File: config.mk
export PLATFORM = sky130hd
export DESIGN_NAME = npn_tt_probe
export DESIGN_NICKNAME = d
export VERILOG_FILES = /design/src/rtl/npn_tt_probe.sv
export SDC_FILE = /design/constraint.sdc
export NUM_CORES = 1
export LEC_CHECK = 0
export CAP_MARGIN = 20
export CORE_UTILIZATION = 30
export CTS_BUF_LIST = sky130_fd_sc_hd__clkbuf_2
export DETAILED_ROUTE_END_ITERATION = 7
export PLACE_DENSITY = 0.56
export SYNTH_ARGS = -nofsm -noshare
export SYNTH_HDL_FRONTEND = slang
export SYNTH_SLANG_ARGS = --single-unit
File: constraint.sdc
create_clock -name clk -period 13 [get_ports clk]
set_input_delay 3.25 -clock clk [delete_from_list [all_inputs] [get_ports clk]]
set_output_delay 3.25 -clock clk [all_outputs]
set_load 0.05 [all_outputs]
File: src/rtl/npn_tt_probe.sv
// Truth-table probe for a 4-input, 1-output function block.
// Sweeps all 16 minterms, then optionally searches the 768 NPN transforms for the canonical form.
module npn_tt_probe #(
  parameter int SETTLE       = 1,
  parameter bit ENABLE_CANON = 1'b1
) (
  input  logic        clk,
  input  logic        rst,
  input  logic        start,
  output logic        x0,
  output logic        x1,
  output logic        x2,
  output logic        x3,
  input  logic        y0,
  output logic        busy,
  output logic        done,
  output logic [15:0] tt,
  output logic [15:0] canon_tt,
  output logic [4:0]  canon_perm,
  output logic [3:0]  canon_neg,
  output logic        canon_onot
);

  localparam int CW = (SETTLE > 0) ? $clog2(SETTLE + 1) : 1;
  localparam logic [CW-1:0] SETTLE_L = CW'(SETTLE);

  typedef enum logic [1:0] {IDLE, PROBE, CANON, DONE} state_t;

  state_t        state;
  logic [3:0]    m;
  logic [3:0]    x_q;
  logic [CW-1:0] settle_cnt;
  logic [4:0]    k;
  logic [3:0]    n;

  logic [7:0]    tup;
  logic [3:0]    pm;
  logic [3:0]    mv;
  logic [15:0]   g;
  logic [15:0]   best_tt;
  logic [4:0]    best_perm;
  logic [3:0]    best_neg;
  logic          best_onot;

  assign x0 = x_q[0];
  assign x1 = x_q[1];
  assign x2 = x_q[2];
  assign x3 = x_q[3];

  // Packed {p3,p2,p1,p0}, tuples in lexicographic order.
  function automatic logic [7:0] perm_tuple(input logic [4:0] idx);
    logic [7:0] t;
    case (idx)
      5'd0:    t = {2'd3, 2'd2, 2'd1, 2'd0};
      5'd1:    t = {2'd2, 2'd3, 2'd1, 2'd0};
      5'd2:    t = {2'd3, 2'd1, 2'd2, 2'd0};
      5'd3:    t = {2'd1, 2'd3, 2'd2, 2'd0};
      5'd4:    t = {2'd2, 2'd1, 2'd3, 2'd0};
      5'd5:    t = {2'd1, 2'd2, 2'd3, 2'd0};
      5'd6:    t = {2'd3, 2'd2, 2'd0, 2'd1};
      5'd7:    t = {2'd2, 2'd3, 2'd0, 2'd1};
      5'd8:    t = {2'd3, 2'd0, 2'd2, 2'd1};
      5'd9:    t = {2'd0, 2'd3, 2'd2, 2'd1};
      5'd10:   t = {2'd2, 2'd0, 2'd3, 2'd1};
      5'd11:   t = {2'd0, 2'd2, 2'd3, 2'd1};
      5'd12:   t = {2'd3, 2'd1, 2'd0, 2'd2};
      5'd13:   t = {2'd1, 2'd3, 2'd0, 2'd2};
      5'd14:   t = {2'd3, 2'd0, 2'd1, 2'd2};
      5'd15:   t = {2'd0, 2'd3, 2'd1, 2'd2};
      5'd16:   t = {2'd1, 2'd0, 2'd3, 2'd2};
      5'd17:   t = {2'd0, 2'd1, 2'd3, 2'd2};
      5'd18:   t = {2'd2, 2'd1, 2'd0, 2'd3};
      5'd19:   t = {2'd1, 2'd2, 2'd0, 2'd3};
      5'd20:   t = {2'd2, 2'd0, 2'd1, 2'd3};
      5'd21:   t = {2'd0, 2'd2, 2'd1, 2'd3};
      5'd22:   t = {2'd1, 2'd0, 2'd2, 2'd3};
      5'd23:   t = {2'd0, 2'd1, 2'd2, 2'd3};
      default: t = {2'd3, 2'd2, 2'd1, 2'd0};
    endcase
    return t;
  endfunction

  always_comb begin
    tup = perm_tuple(k);
    pm  = '0;
    mv  = '0;
    g   = '0;
    for (int i = 0; i < 16; i++) begin
      mv    = 4'(i);
      pm[0] = mv[tup[1:0]];
      pm[1] = mv[tup[3:2]];
      pm[2] = mv[tup[5:4]];
      pm[3] = mv[tup[7:6]];
      g[i]  = tt[pm ^ n];
    end
  end

  // g is tried before ~g and only a strictly smaller value wins, so ties keep the earliest candidate.
  always_comb begin
    best_tt   = canon_tt;
    best_perm = canon_perm;
    best_neg  = canon_neg;
    best_onot = canon_onot;
    if ((k == 5'd0 && n == 4'd0) || (g < best_tt)) begin
      best_tt   = g;
      best_perm = k;
      best_neg  = n;
      best_onot = 1'b0;
    end
    if (~g < best_tt) begin
      best_tt   = ~g;
      best_perm = k;
      best_neg  = n;
      best_onot = 1'b1;
    end
  end

  always_ff @(posedge clk or posedge rst) begin
    if (rst) begin
      state      <= IDLE;
      m          <= '0;
      x_q        <= '0;
      settle_cnt <= '0;
      k          <= '0;
      n          <= '0;
      busy       <= 1'b0;
      done       <= 1'b0;
      tt         <= '0;
      canon_tt   <= '0;
      canon_perm <= '0;
      canon_neg  <= '0;
      canon_onot <= 1'b0;
    end else begin
      done <= 1'b0;
      case (state)
        IDLE: begin
          x_q <= '0;
          if (start) begin
            state      <= PROBE;
            busy       <= 1'b1;
            m          <= '0;
            settle_cnt <= '0;
            tt         <= '0;
            canon_tt   <= '0;
            canon_perm <= '0;
            canon_neg  <= '0;
            canon_onot <= 1'b0;
          end
        end
        PROBE: begin
          if (settle_cnt == SETTLE_L) begin
            tt[m]      <= y0;
            settle_cnt <= '0;
            if (m == 4'd15) begin
              x_q   <= '0;
              k     <= '0;
              n     <= '0;
              state <= ENABLE_CANON ? CANON : DONE;
            end else begin
              m   <= m + 4'd1;
              x_q <= m + 4'd1;
            end
          end else begin
            settle_cnt <= settle_cnt + CW'(1);
          end
        end
        CANON: begin
          canon_tt   <= best_tt;
          canon_perm <= best_perm;
          canon_neg  <= best_neg;
          canon_onot <= best_onot;
          n          <= n + 4'd1;
          if (n == 4'd15) begin
            if (k == 5'd23) state <= DONE;
            else            k     <= k + 5'd1;
          end
        end
        DONE: begin
          if (!ENABLE_CANON) canon_tt <= tt;
          busy  <= 1'b0;
          done  <= 1'b1;
          state <= IDLE;
        end
        default: state <= IDLE;
      endcase
    end
  end

endmodule
=== Yosys cells after proc, flatten, opt, wreduce, memory -nomap -nowiden ===
Memory sizes are Yosys's and may differ from the RTL's.
Cells that the tools add are included.

* Bits in read-only memories: 256
* Bits in registers: 64
* Input bits: 4
* Output and inout port bits: 48
* Memories kept: 1

{| class="wikitable"
|+ Memory list
! name !! words !! width !! read ports !! clocked after memory_dff !! wr ports !! line !! text
|-
| (no name shown) || 32 || 8 || 1 || 0 || 0 || 53 || <nowiki>case (idx)</nowiki>
|}

* Equality and inequality tests: 14
* Bitwise gates (word level): 17
* $add $sub $neg: 4
* Reduce and logical (&&, ||, !) cells: 20
* Order comparisons: 24
* Mux-type cells: 206

{| class="wikitable"
|+ Operators by type and width
! operator !! number
|-
| binary-select mux 1 bit (select 2 bit) || 64
|-
| 2-to-1 mux 1 bit || 87
|-
| < comparator 4 x 5 -> 1 bit (second input constant) || 17
|-
| binary-select mux 1 bit (select 4 bit) || 16
|-
| 2-to-1 mux 16 bit || 4
|-
| case mux 16 bit (2 select lines) || 2
|-
| XOR 4 bit || 16
|-
| 2-to-1 mux 4 bit || 9
|-
| 2-to-1 mux 5 bit || 7
|-
| < comparator 16 bit || 2
|-
| case mux 4 bit (2 select lines) || 4
|-
| case mux 5 bit (2 select lines) || 2
|-
| bitwise mux 16 bit || 1
|-
| NOT 16 bit || 1
|-
| inequality test 2 bit (second input constant) || 7
|-
| < comparator 2 x 3 -> 1 bit (second input constant) || 4
|-
| 2-to-1 mux 2 bit || 5
|-
| AND reduction 5 bit || 2
|-
| AND reduction 3 bit || 3
|-
| adder 4 x 1 -> 4 bit (second input constant) || 2
|-
| == test 4 bit (second input constant) || 2
|-
| case mux 2 bit (4 select lines) || 1
|-
| AND reduction 2 bit || 4
|-
| nonzero test 2 bit || 4
|-
| 15 further kinds || 19
|}

=== Logic depth before layout (Yosys ltp) ===
Gate-level depths: netlist of run 1.
An unclocked memory read counts as a cell.

* Depth in word-level cells: 12
* Gate-level depth with buffers: 27
* Depth with buffers taken out: 25

=== Least setup slack after synthesis of run 1 ===
No wires, ideal clock.

* Kind: register to register
* Start: reg k[1]
* End: reg canon_tt[1]
* Slack: 5869 ps
* Stages on the path, launching flop included: 25
* Data arrival time: 7005 ps
* Buffers on the path: 2
* Period minus slack after synthesis: 7131 ps
* Cells stage by stage: dfrtp_1 inv_1 ha_1 and2_1 o31ai_2 ha_1 xnor2_1 mux4_2 mux4_2 ha_1 nand2_1 a2111oi_0 nand2_1 o211ai_2 buf_2 mux2i_1 ha_1 a21o_1 a21o_1 a2111oi_0 o21ai_0 o311a_1 a21o_2 buf_6 a221o_1

* Cells in the longest elaborated chain, start to end: 12
* Elaborated cells on any way between the ends: 186
* Classes of those cells: order compare: 2; mux: 163; bitwise: 17; reduce/logical: 3; memory: 1

{| class="wikitable"
|+ Ends and longest elaborated chain
! item !! line !! text
|-
| start, declared || 33 || <nowiki>logic [4:0] k;</nowiki>
|-
| start signal, assigned || 175 || <nowiki>else k <= k + 5'd1;</nowiki>
|-
| memory (32 x 8 bit) || n/a ||
|-
| binary-select mux 1 bit (select 2 bit) (on tied branches) || n/a ||
|-
| 2-to-1 mux 1 bit (on tied branches) || n/a ||
|-
| XOR 4 bit || 94 || <nowiki>g[i] = tt[pm ^ n];</nowiki>
|-
| binary-select mux 1 bit (select 4 bit) || 94 ||
|-
| 2-to-1 mux 1 bit (not written as such) || 94 ||
|-
| < comparator 16 bit || 104 || <nowiki>if ((k == 5'd0 && n == 4'd0) || (g < best_tt)) begin</nowiki>
|-
| logical OR 1 bit || 104 ||
|-
| 2-to-1 mux 16 bit || 104 ||
|-
| < comparator 16 bit || 110 || <nowiki>if (~g < best_tt) begin</nowiki>
|-
| 2-to-1 mux 16 bit (*) || 110 ||
|-
| case mux 16 bit (2 select lines) (*) || 135 || <nowiki>case (state)</nowiki>
|-
| end signal, assigned || 168 || <nowiki>canon_tt <= best_tt;</nowiki>
|-
| end signal, assigned || 179 || <nowiki>if (!ENABLE_CANON) canon_tt <= tt;</nowiki>
|-
| end, declared || 18 || <nowiki>output logic [15:0] canon_tt,</nowiki>
|}

Every way passes the cells marked *; elsewhere a longest branch is shown, timed or not. The select of a mux whose other input is x is not followed.
A chain may end at the register's enable or synchronous reset.

=== Worst setup path in the final report of run 1 ===
* Start: reg k[2]
* End: reg canon_tt[11]

The elaborated chain is that of the path after synthesis.

==> impl_metrics.ini, run 1 <==
[placement]
hpwlAfterDp_um = 13700
place_inst = 1002
placed_area_mm2 = 0.00784
gp_congestion = 0.816
port_buffers = 51
place_ws_ns = 4.53

[clock_tree]
insertion_delay_ns = 0.59
cts_sinks = 64
cts_buffers = 9
cts_resized = 0
postCtsSetupRepairBufs = 0
cts_tree = yes
cts_max_level = 3
clk_pin_slew_ns = 0.18
cts-root-buf = clkbuf_2
ctsHoldBuffers = 0
clk_path_buf_depth = 2

[global_routing]
grt_max_degree = 65
grt_pass1_wl_um = 31500
antenna_found_initial = 1
grt_remaining_overflow = 0
grtUsageTotal_pct = 16.9
grt_pass1_vias = 5404

[logic_synthesis]
synth-compound-area-share_pct = 15.8
seq_area_frac_synth_pct = 22.5
synth_top_area_share_pct = 22.5
synthFlopType = dfrtp_1
synth_most_common_cell = mux4_2
synthSimpleGateAreaFrac_pct = 8.75
synth_xor_area_share_pct = 5.41
avgSynthCellArea_um2 = 10.5
synth_largest_area_cell = dfrtp_1
syn-cell-area_mm2 = 0.00710
synthAdderAreaFrac_pct = 11.6
synth_area_leaders = dfrtp_1 23%, mux4_2 22%, ha_1 12%
synth_top_family_by_area = multiplexers
synth_mux_area_share_pct = 29.9
async_flop_share_pct = 100
synth_cell_types = 58
ys_ff_latch = 64
synth_edf_count = 0
yosys_warnings = 0
synth_cells = 678
syn-num-nets = 748
synth_common_cells = 70 x mux4_2, 66 x ha_1, 64 x dfrtp_1, 56 x inv_1, 52 x o21ai_0

[cells_and_area]
fill_cells = 2338
nNetsFinal = 770
drive_gt1_share_pct = 15.3
areaGrowthSynthToFinish_pct = 11.9
fin_area_mm2 = 0.00795
finish.utilization_pct = 34.7
fin_cells = 1019

[floorplanning]
num_rows = 55
ioPinCount = 52
die_h_um = 156
die_x_um = 156
initial_utilization_pct = 31.0
die_area_mm2 = 0.0243
core_area_mm2 = 0.0229

[sta]
hold-worst-slack_ns = 0.505
relSlewSlack_pct = 27.8
worst_slack_ns = 4.56
finalSetupTns_ns = 0
slew_viol_final = 0
skew_ns = 0.0295
setup_viol = 0
post-route-min-period_ns = 8.44
worst_slew_pin_slew_ns = 1.08
clock.fmax_ghz = 0.118
finalHoldViolations = 0
rsz0062_at_grt = no
period_share_pct = 64.9

[power]
power.density_mw_per_mm2 = 147
cellLeakagePower_nw = 3.17
finalPower_mw = 1.17
ir_drop_mv = 0.117

[routing]
wl_um = 19900
drt_iter0_drc = 334
wire_per_inst_um = 19.5
antenna_left = 0
drc_errors = 0
dr.pass1.iters = 7
vias = 5626
routed_via_density = 5.52

[setup_path]
crit_type = flop to flop
crit_path_start_kind = flop
crit_arrival_ns = 8.91
path_max_fanout = 24
cp.required_ns = 13.47
cp-end-kind = flop

[status]
status = finished clean

[flow_run]
maxCapViolations = 0

[min_path]
hp-class = flop to flop
==> cell type report <==
type	count	area (µm²)	share of cell area, %
antenna	1	2.50	0.0315
clock buffer	13	65.1	0.819
clock inverter	3	42.5	0.535
inverter	57	214	2.69
multi-input combinational	511	5070	63.8
sequential	64	1600	20.2
tap	313	392	4.93
timing repair buffer	57	556	6.99
==> routing by layer <==
metal / GRT usage, % / part of all wire, %
met4: 4.11 / 1.3
met1: 22.7 / 45
met2: 27.5 / 48
met3: 3.50 / 6.2
met5: 0 / 0
==> kinds of logic (layout without fill, tap and decap cells) <==
logic type / Yosys count / in the layout
flops: 64 / 64
fa+ha+maj: 66 / 66
other cells: 0 / 1
compound gates: 162 / 162
simple gates: 126 / 126
mux: 114 / 114
buf+inv: 103 / 130
xor+xnor: 43 / 43
==> worst max-delay path: stages (launching register included) <==
cell and delay, ns:
dfrtp_1 0.75, inv_1 0.19, ha_1 0.22, and2_1 0.16
o31ai_2 0.54, ha_1 0.41, xnor2_1 0.49, mux4_2 0.57
mux4_2 0.53, ha_1 0.30, nand2_1 0.07, a2111oi_0 0.67
nand2_1 0.14, o211ai_2 0.16, buf_4 0.30, mux2i_1 0.22
ha_1 0.26, a21o_1 0.16, a21o_1 0.18, a2111oi_0 0.54
o21ai_0 0.22, o311a_1 0.42, a21o_2 0.42, a221o_1 0.40
==> power breakdown <==
part | internal [mW] | switching (mW) | total (mW)
sequential | 0.231 | 0.0655 | 0.296
combinational | 0.304 | 0.441 | 0.745
clock | 0.0473 | 0.0792 | 0.126
==> worst paths after layout <==
kind | end | slack, ns | cells past startpoint | start
min in group asynchronous | state[1]$_DFFE_PP0P_ | 3.21 | 3 | rst
max in group asynchronous | canon_tt[9]$_DFFE_PP0P_ | 9.20 | 3 | rst
setup reg to reg | canon_tt[11]$_DFFE_PP0P_ | 4.56 | 23 | k[2]$_DFFE_PP0P_
hold reg to reg | canon_onot$_DFFE_PP0P_ | 0.50 | 2 | canon_onot$_DFFE_PP0P_
setup / recovery | canon_tt[11]$_DFFE_PP0P_ | 4.56 | 23 | k[2]$_DFFE_PP0P_
hold / removal | canon_onot$_DFFE_PP0P_ | 0.50 | 2 | canon_onot$_DFFE_PP0P_
==> sequential cells by signal, summed over array words and instances (netlist names), 2 cells and up <==
name / count
canon_perm: 5
k: 5
canon_neg: 4
m: 4
state: 2
x_q: 4
canon_tt: 16
tt: 16
n: 4
==> cells in the final DEF (no fill, tap or decap), drive strengths merged, types with 4 or more instances in the layout <==
cell	instances
a31oi	5
xor2	16
inv	56
buf	6
a21oi	22
nor2b	12
nand3	16
clkbuf	13
ha	66
a22o	15
dfrtp	64
nand2b	7
a21boi	14
a21o	10
mux2i	35
nor3	4
and2	4
xnor2	27
nand2	35
o211ai	5
o21ai	53
mux4	76
nor2	31
o31ai	5
a221o	15
nand4	5
clkdlybuf4s50	51
No activity file was read; power rests on OpenSTA's default activity.
==> run 2, diff against run 1 <==
- clock period: 13 -> 8.6 ns (I/O delays scaled with it)
==> run 2 against run 1 <==
The flow now finishes with violations (design-rule violations); non-clock buffer count increased by 7; final area up 1.1%; sequential cell count stayed put; setup slack lost 3.9 ns; hold slack better by 0.015 ns; critical path depth shrank 1; count of clock-buffer cells in the layout fell by 4; wire length increased by 0.48%; clock power grew 74%; core utilization rose by 0.37 points; critical path type unchanged.
==> impl_metrics.ini, run 2 (synthesis gave the netlist of run 1 again) <==
[routing]
wl_um = 20000
dr.pass1.iters = 7
antenna_left = 0
drt_iter0_drc = 376
drc_errors = 1
routed_via_density = 5.48
vias = 5622
wire_per_inst_um = 19.5

[global_routing]
grt_remaining_overflow = 0
grt_pass1_vias = 5730
grtUsageTotal_pct = 17.2
grt_pass1_wl_um = 32300
antenna_found_initial = 1
grt_max_degree = 65

[floorplanning]
die_x_um = 156
initial_utilization_pct = 31.0
core_area_mm2 = 0.0229
ioPinCount = 52
die_h_um = 156
die_area_mm2 = 0.0243
num_rows = 55

[sta]
skew_ns = 0.0430
setup_viol = 0
finalSetupTns_ns = 0
period_share_pct = 91.8
finalHoldViolations = 0
worst_slew_pin_slew_ns = 1.03
rsz0062_at_grt = no
post-route-min-period_ns = 7.90
slew_viol_final = 0
relSlewSlack_pct = 30.6
clock.fmax_ghz = 0.127

[setup_path]
crit_arrival_ns = 8.35
path_max_fanout = 24
cp.required_ns = 9.05
crit_type = flop to flop
crit_path_start_kind = flop
cp-end-kind = flop

[placement]
gp_congestion = 0.862
port_buffers = 51
hpwlAfterDp_um = 14100
place_inst = 1009

[status]
violations = design-rule violations
status = finished, violations left

[clock_tree]
ctsHoldBuffers = 0
cts_tree = yes
insertion_delay_ns = 0.58
cts-root-buf = clkbuf_2
cts_sinks = 64
cts_max_level = 3
postCtsSetupRepairBufs = 0
clk_pin_slew_ns = 0.20
cts_resized = 0
clk_path_buf_depth = 2
cts_buffers = 9

[cells_and_area]
mostFrequentLayoutCell = mux4_2
areaGrowthSynthToFinish_pct = 13.1
nNetsFinal = 777
finish.utilization_pct = 35.0
fin_cells = 1026
layout_common_cells = 70 x mux4_2, 66 x ha_1, 64 x dfrtp_1
reg.largest.list = canon_tt: 16 flops, tt: 16 flops
drive_gt1_share_pct = 16.0

[power]
power.density_mw_per_mm2 = 225
ir_drop_mv = 0.166
cellLeakagePower_nw = 3.22
finalPower_mw = 1.81

[min_path]
hp-class = flop to flop

[flow_run]
maxCapViolations = 0
-- run 2: cell types whose count changed in the layout (fill, tap and decap cells not counted), sizes merged --
cell      previous run  this run
buf                  6        13
clkbuf              13         9
clkinv               2         6
bufinv               1         2
clkinvlp             1         0
-- run 2: final timing paths --
kind                                        startpoint                        to  slack (ns)  cells past startpoint
worst max-delay path                  k[2]$_DFFE_PP0P_  canon_tt[15]$_DFFE_PP0P_        0.70                     22
worst max register to register        k[2]$_DFFE_PP0P_  canon_tt[15]$_DFFE_PP0P_        0.70                     22
min in group asynchronous                          rst            done$_DFF_PP0_        2.10                      3
worst min-delay path            canon_onot$_DFFE_PP0P_    canon_onot$_DFFE_PP0P_        0.52                      2
max in group asynchronous                          rst  canon_tt[15]$_DFFE_PP0P_        5.90                      3
worst min register to register  canon_onot$_DFFE_PP0P_    canon_onot$_DFFE_PP0P_        0.52                      2
-- run 2: routing by layer --
metal,track usage [%],up-vias,wire [µm]
met3,3.61,44,1060
met1,22.6,2764,8900
met5,0,-,0
met4,7.66,0,722
li1,-,2619,-
met2,27.1,195,9310
-- run 2: per-stage QoR --
| stage | setup slack, ns | hold slack [ns] | cell area (µm²) |
|---|---|---|---|
| 4_1_cts | 0.477 | 0.536 | 8020 |
| 6_report | 0.704 | 0.519 | 8030 |
| 3_3_place_gp | 0.683 | 0.487 | 7890 |
| 2_1_floorplan | 1.47 | 0.533 | 7100 |
| 5_1_grt | 0.0127 | 0.563 | 8030 |
| 3_5_place_dp | 0.533 | 0.492 | 7890 |
-- run 2: power by group --
| group | switching [mW] | total, mW | internal (mW) |
|---|---|---|---|
| clock | 0.126 | 0.219 | 0.0938 |
| combinational | 0.657 | 1.13 | 0.469 |
| sequential | 0.116 | 0.465 | 0.349 |
-- run 2: cell type report --
cell class / instances / area (µm²)
Antenna cell: 1 / 2.50
Clock buffer: 9 / 45.0
Clock inverter: 7 / 86.3
Fill cell: 2314 / 14900
Inverter: 57 / 214
Multi-Input combinational cell: 511 / 5080
Sequential cell: 64 / 1600
Tap cell: 313 / 392
Timing Repair Buffer: 64 / 608
-- run 2: critical path: stages (launching register included) --
cell and delay [ns]:
dfrtp_1 0.55, inv_1 0.14, ha_1 0.19, and2_1 0.16
o31ai_2 0.47, ha_1 0.39, xor2_1 0.47, mux4_2 0.58
mux4_2 0.54, ha_1 0.31, nand2_1 0.06, a2111oi_1 0.57
nand2_1 0.14, o211ai_2 0.40, buf_4 0.31, mux2i_1 0.21
ha_1 0.26, nor2b_1 0.13, a2111oi_0 0.48, o21ai_0 0.21
o311a_1 0.40, a21o_2 0.41, a221o_1 0.40
==> run 3, diff against run 2 <==
- CAP_MARGIN: 20 -> default
- REMOVE_ABC_BUFFERS: default -> 1
==> run 3 against run 2 <==
The flow now finishes without violations; final area shrank 0.47%; cell count shrank 0.39%; fmax grew 0.69%; critical path type unchanged; clock skew shrank 0.0057 ns; core utilization shrank 0.16 points; highest routed layer unchanged; sequential share of layout area grew 0.094 points; sequential cell count is the same; via count grew 0.34%; non-clock buffer count shrank 3; largest power group unchanged; die area is the same; hold slack lost 0.0077 ns.
==> impl_metrics.ini, run 3 (synthesis gave the netlist of run 1 again) <==
[status]
status = finished clean

[sta]
finalHoldViolations = 0
period_share_pct = 91.2
relSlewSlack_pct = 23.9
rsz0062_at_grt = no
skew_ns = 0.0373
finalSetupTns_ns = 0
clock.fmax_ghz = 0.128
post-route-min-period_ns = 7.84
worst_slew_pin_slew_ns = 1.14
setup_viol = 0
slew_viol_final = 0

[clock_tree]
cts_sinks = 64
cts_tree = yes
ctsHoldBuffers = 0
cts-root-buf = clkbuf_2
cts_resized = 0
clk_pin_slew_ns = 0.21
clk_path_buf_depth = 2
cts_buffers = 9
insertion_delay_ns = 0.60
postCtsSetupRepairBufs = 0
cts_max_level = 3

[cells_and_area]
mostFrequentLayoutCell = mux4_2
areaGrowthSynthToFinish_pct = 12.5
drive_gt1_share_pct = 15.9
multiInputGateArea_mm2 = 0.00508
reg.largest.list = canon_tt: 16 flops, tt: 16 flops
layout_common_cells = 70 x mux4_2, 66 x ha_1, 64 x dfrtp_1
nNetsFinal = 774
num_antenna_cells = 0
regArea_mm2 = 0.00160
fill_cells = 2308

[global_routing]
antenna_found_initial = 0
grtUsageTotal_pct = 17.2
use_met2_pct = 27.7
grt_max_degree = 65
use_met1_pct = 23.4
grt_pass1_vias = 5729
gr-usage-met3_pct = 3.39
busiest_layer = met2
grt_pass1_wl_um = 32300
grt_remaining_overflow = 0

[floorplanning]
die_h_um = 156
die_x_um = 156
die_area_mm2 = 0.0243
ioPinCount = 52
num_rows = 55
core_area_mm2 = 0.0229
initial_utilization_pct = 31.0

[setup_path]
crit_type = flop to flop
critPathMaxStageDelay_ns = 0.72
critPathMostFrequentCell = ha_1
crit_path_start_kind = flop
cp-end-kind = flop
path_max_fanout = 24
cp_top_family = compound AO/OA/AOI/OAI gates
cp_num_buf_inv = 3
cp.required_ns = 9.09
crit_slowest_cell = dfrtp_1
crit_arrival_ns = 8.34
path_cells = inv_1 -> ha_1 -> nor2_1 -> a21oi_1 -> inv_1 -> ha_1 -> xnor2_1 -> mux4_2 -> mux4_2 -> ha_1 -> o21ai_0 -> a2111oi_1 -> nand2_1 -> o211ai_2 -> buf_4 -> mux2i_1 -> ha_1 -> a21o_1 -> a21o_1 -> a2111oi_0 -> o21ai_0 -> o311a_1 -> a21o_2 -> a221o_1

[placement]
hpwlAfterDp_um = 13800
port_buffers = 51
gp_congestion = 0.825

[routing]
antenna_left = 0
vias = 5641
wl_um = 19900
drc_errors = 0
dr.pass1.iters = 5
routed_via_density = 5.52
wire_per_inst_um = 19.4
drt_iter0_drc = 306

[power]
ir_drop_mv = 0.142
cellLeakagePower_nw = 3.20
power.density_mw_per_mm2 = 225
finalPower_mw = 1.80

[min_path]
hp-class = flop to flop

[flow_run]
maxCapViolations = 0
[run 3: worst register-to-register path, cell delays in order (launching register included)]
cell and delay (ns):
dfrtp_1 0.72, inv_1 0.25, ha_1 0.34, nor2_1 0.04
a21oi_1 0.38, inv_1 0.19, ha_1 0.26, xnor2_1 0.37
mux4_2 0.55, mux4_2 0.54, ha_1 0.30, o21ai_0 0.07
a2111oi_1 0.53, nand2_1 0.13, o211ai_2 0.17, buf_4 0.20
mux2i_1 0.20, ha_1 0.26, a21o_1 0.15, a21o_1 0.18
a2111oi_0 0.47, o21ai_0 0.21, o311a_1 0.41, a21o_2 0.43
a221o_1 0.42
[run 3: layout make-up]
class,count,share of cell area [%]
flip-flops and latches,64,20.0
inverters,57,2.68
clock inverters,7,0.986
clock buffers,9,0.563
multi-input cells,511,63.5
repair buffers,61,7.33
well taps,313,4.90
[run 3: metrics by stage]
stage	utilization [%]	hold slack [ns]	setup WS [ns]	std cells	instance area, µm²
after floorplan	-	0.533	1.25	632	6890
after global placement	34.3	0.493	0.761	1006	7870
after detailed placement	34.3	0.484	0.570	1006	7870
after CTS	34.9	0.527	0.563	1022	7990
after global routing	34.9	0.556	0.0471	1022	7990
final	34.9	0.512	0.758	1022	7990
[run 3: worst paths after layout]
path | from | end | slack [ns] | cells past startpoint
max in group asynchronous | rst | canon_tt[0]$_DFFE_PP0P_ | 5.90 | 3
min in group asynchronous | rst | x_q[1]$_DFFE_PP0P_ | 2.07 | 3
worst min register to register | canon_onot$_DFFE_PP0P_ | canon_onot$_DFFE_PP0P_ | 0.51 | 2
worst max-delay path | k[3]$_DFFE_PP0P_ | canon_tt[12]$_DFFE_PP0P_ | 0.76 | 24
worst min-delay path | canon_onot$_DFFE_PP0P_ | canon_onot$_DFFE_PP0P_ | 0.51 | 2
worst max register to register | k[3]$_DFFE_PP0P_ | canon_tt[12]$_DFFE_PP0P_ | 0.76 | 24
[run 3: report_power, final]
group / internal (mW) / leakage (nW) / switching, mW
Clock: 0.0703 / 0.0768 / 0.135
Combinational: 0.471 / 2.24 / 0.669
Sequential: 0.349 / 0.878 / 0.103
Total: 0.890 / 3.20 / 0.907
[run 3: layer usage]
layer	up-vias	wire (µm)
met5	-	0
met4	0	292
met1	2788	8900
met3	23	1350
met2	222	9310
li1	2608	-
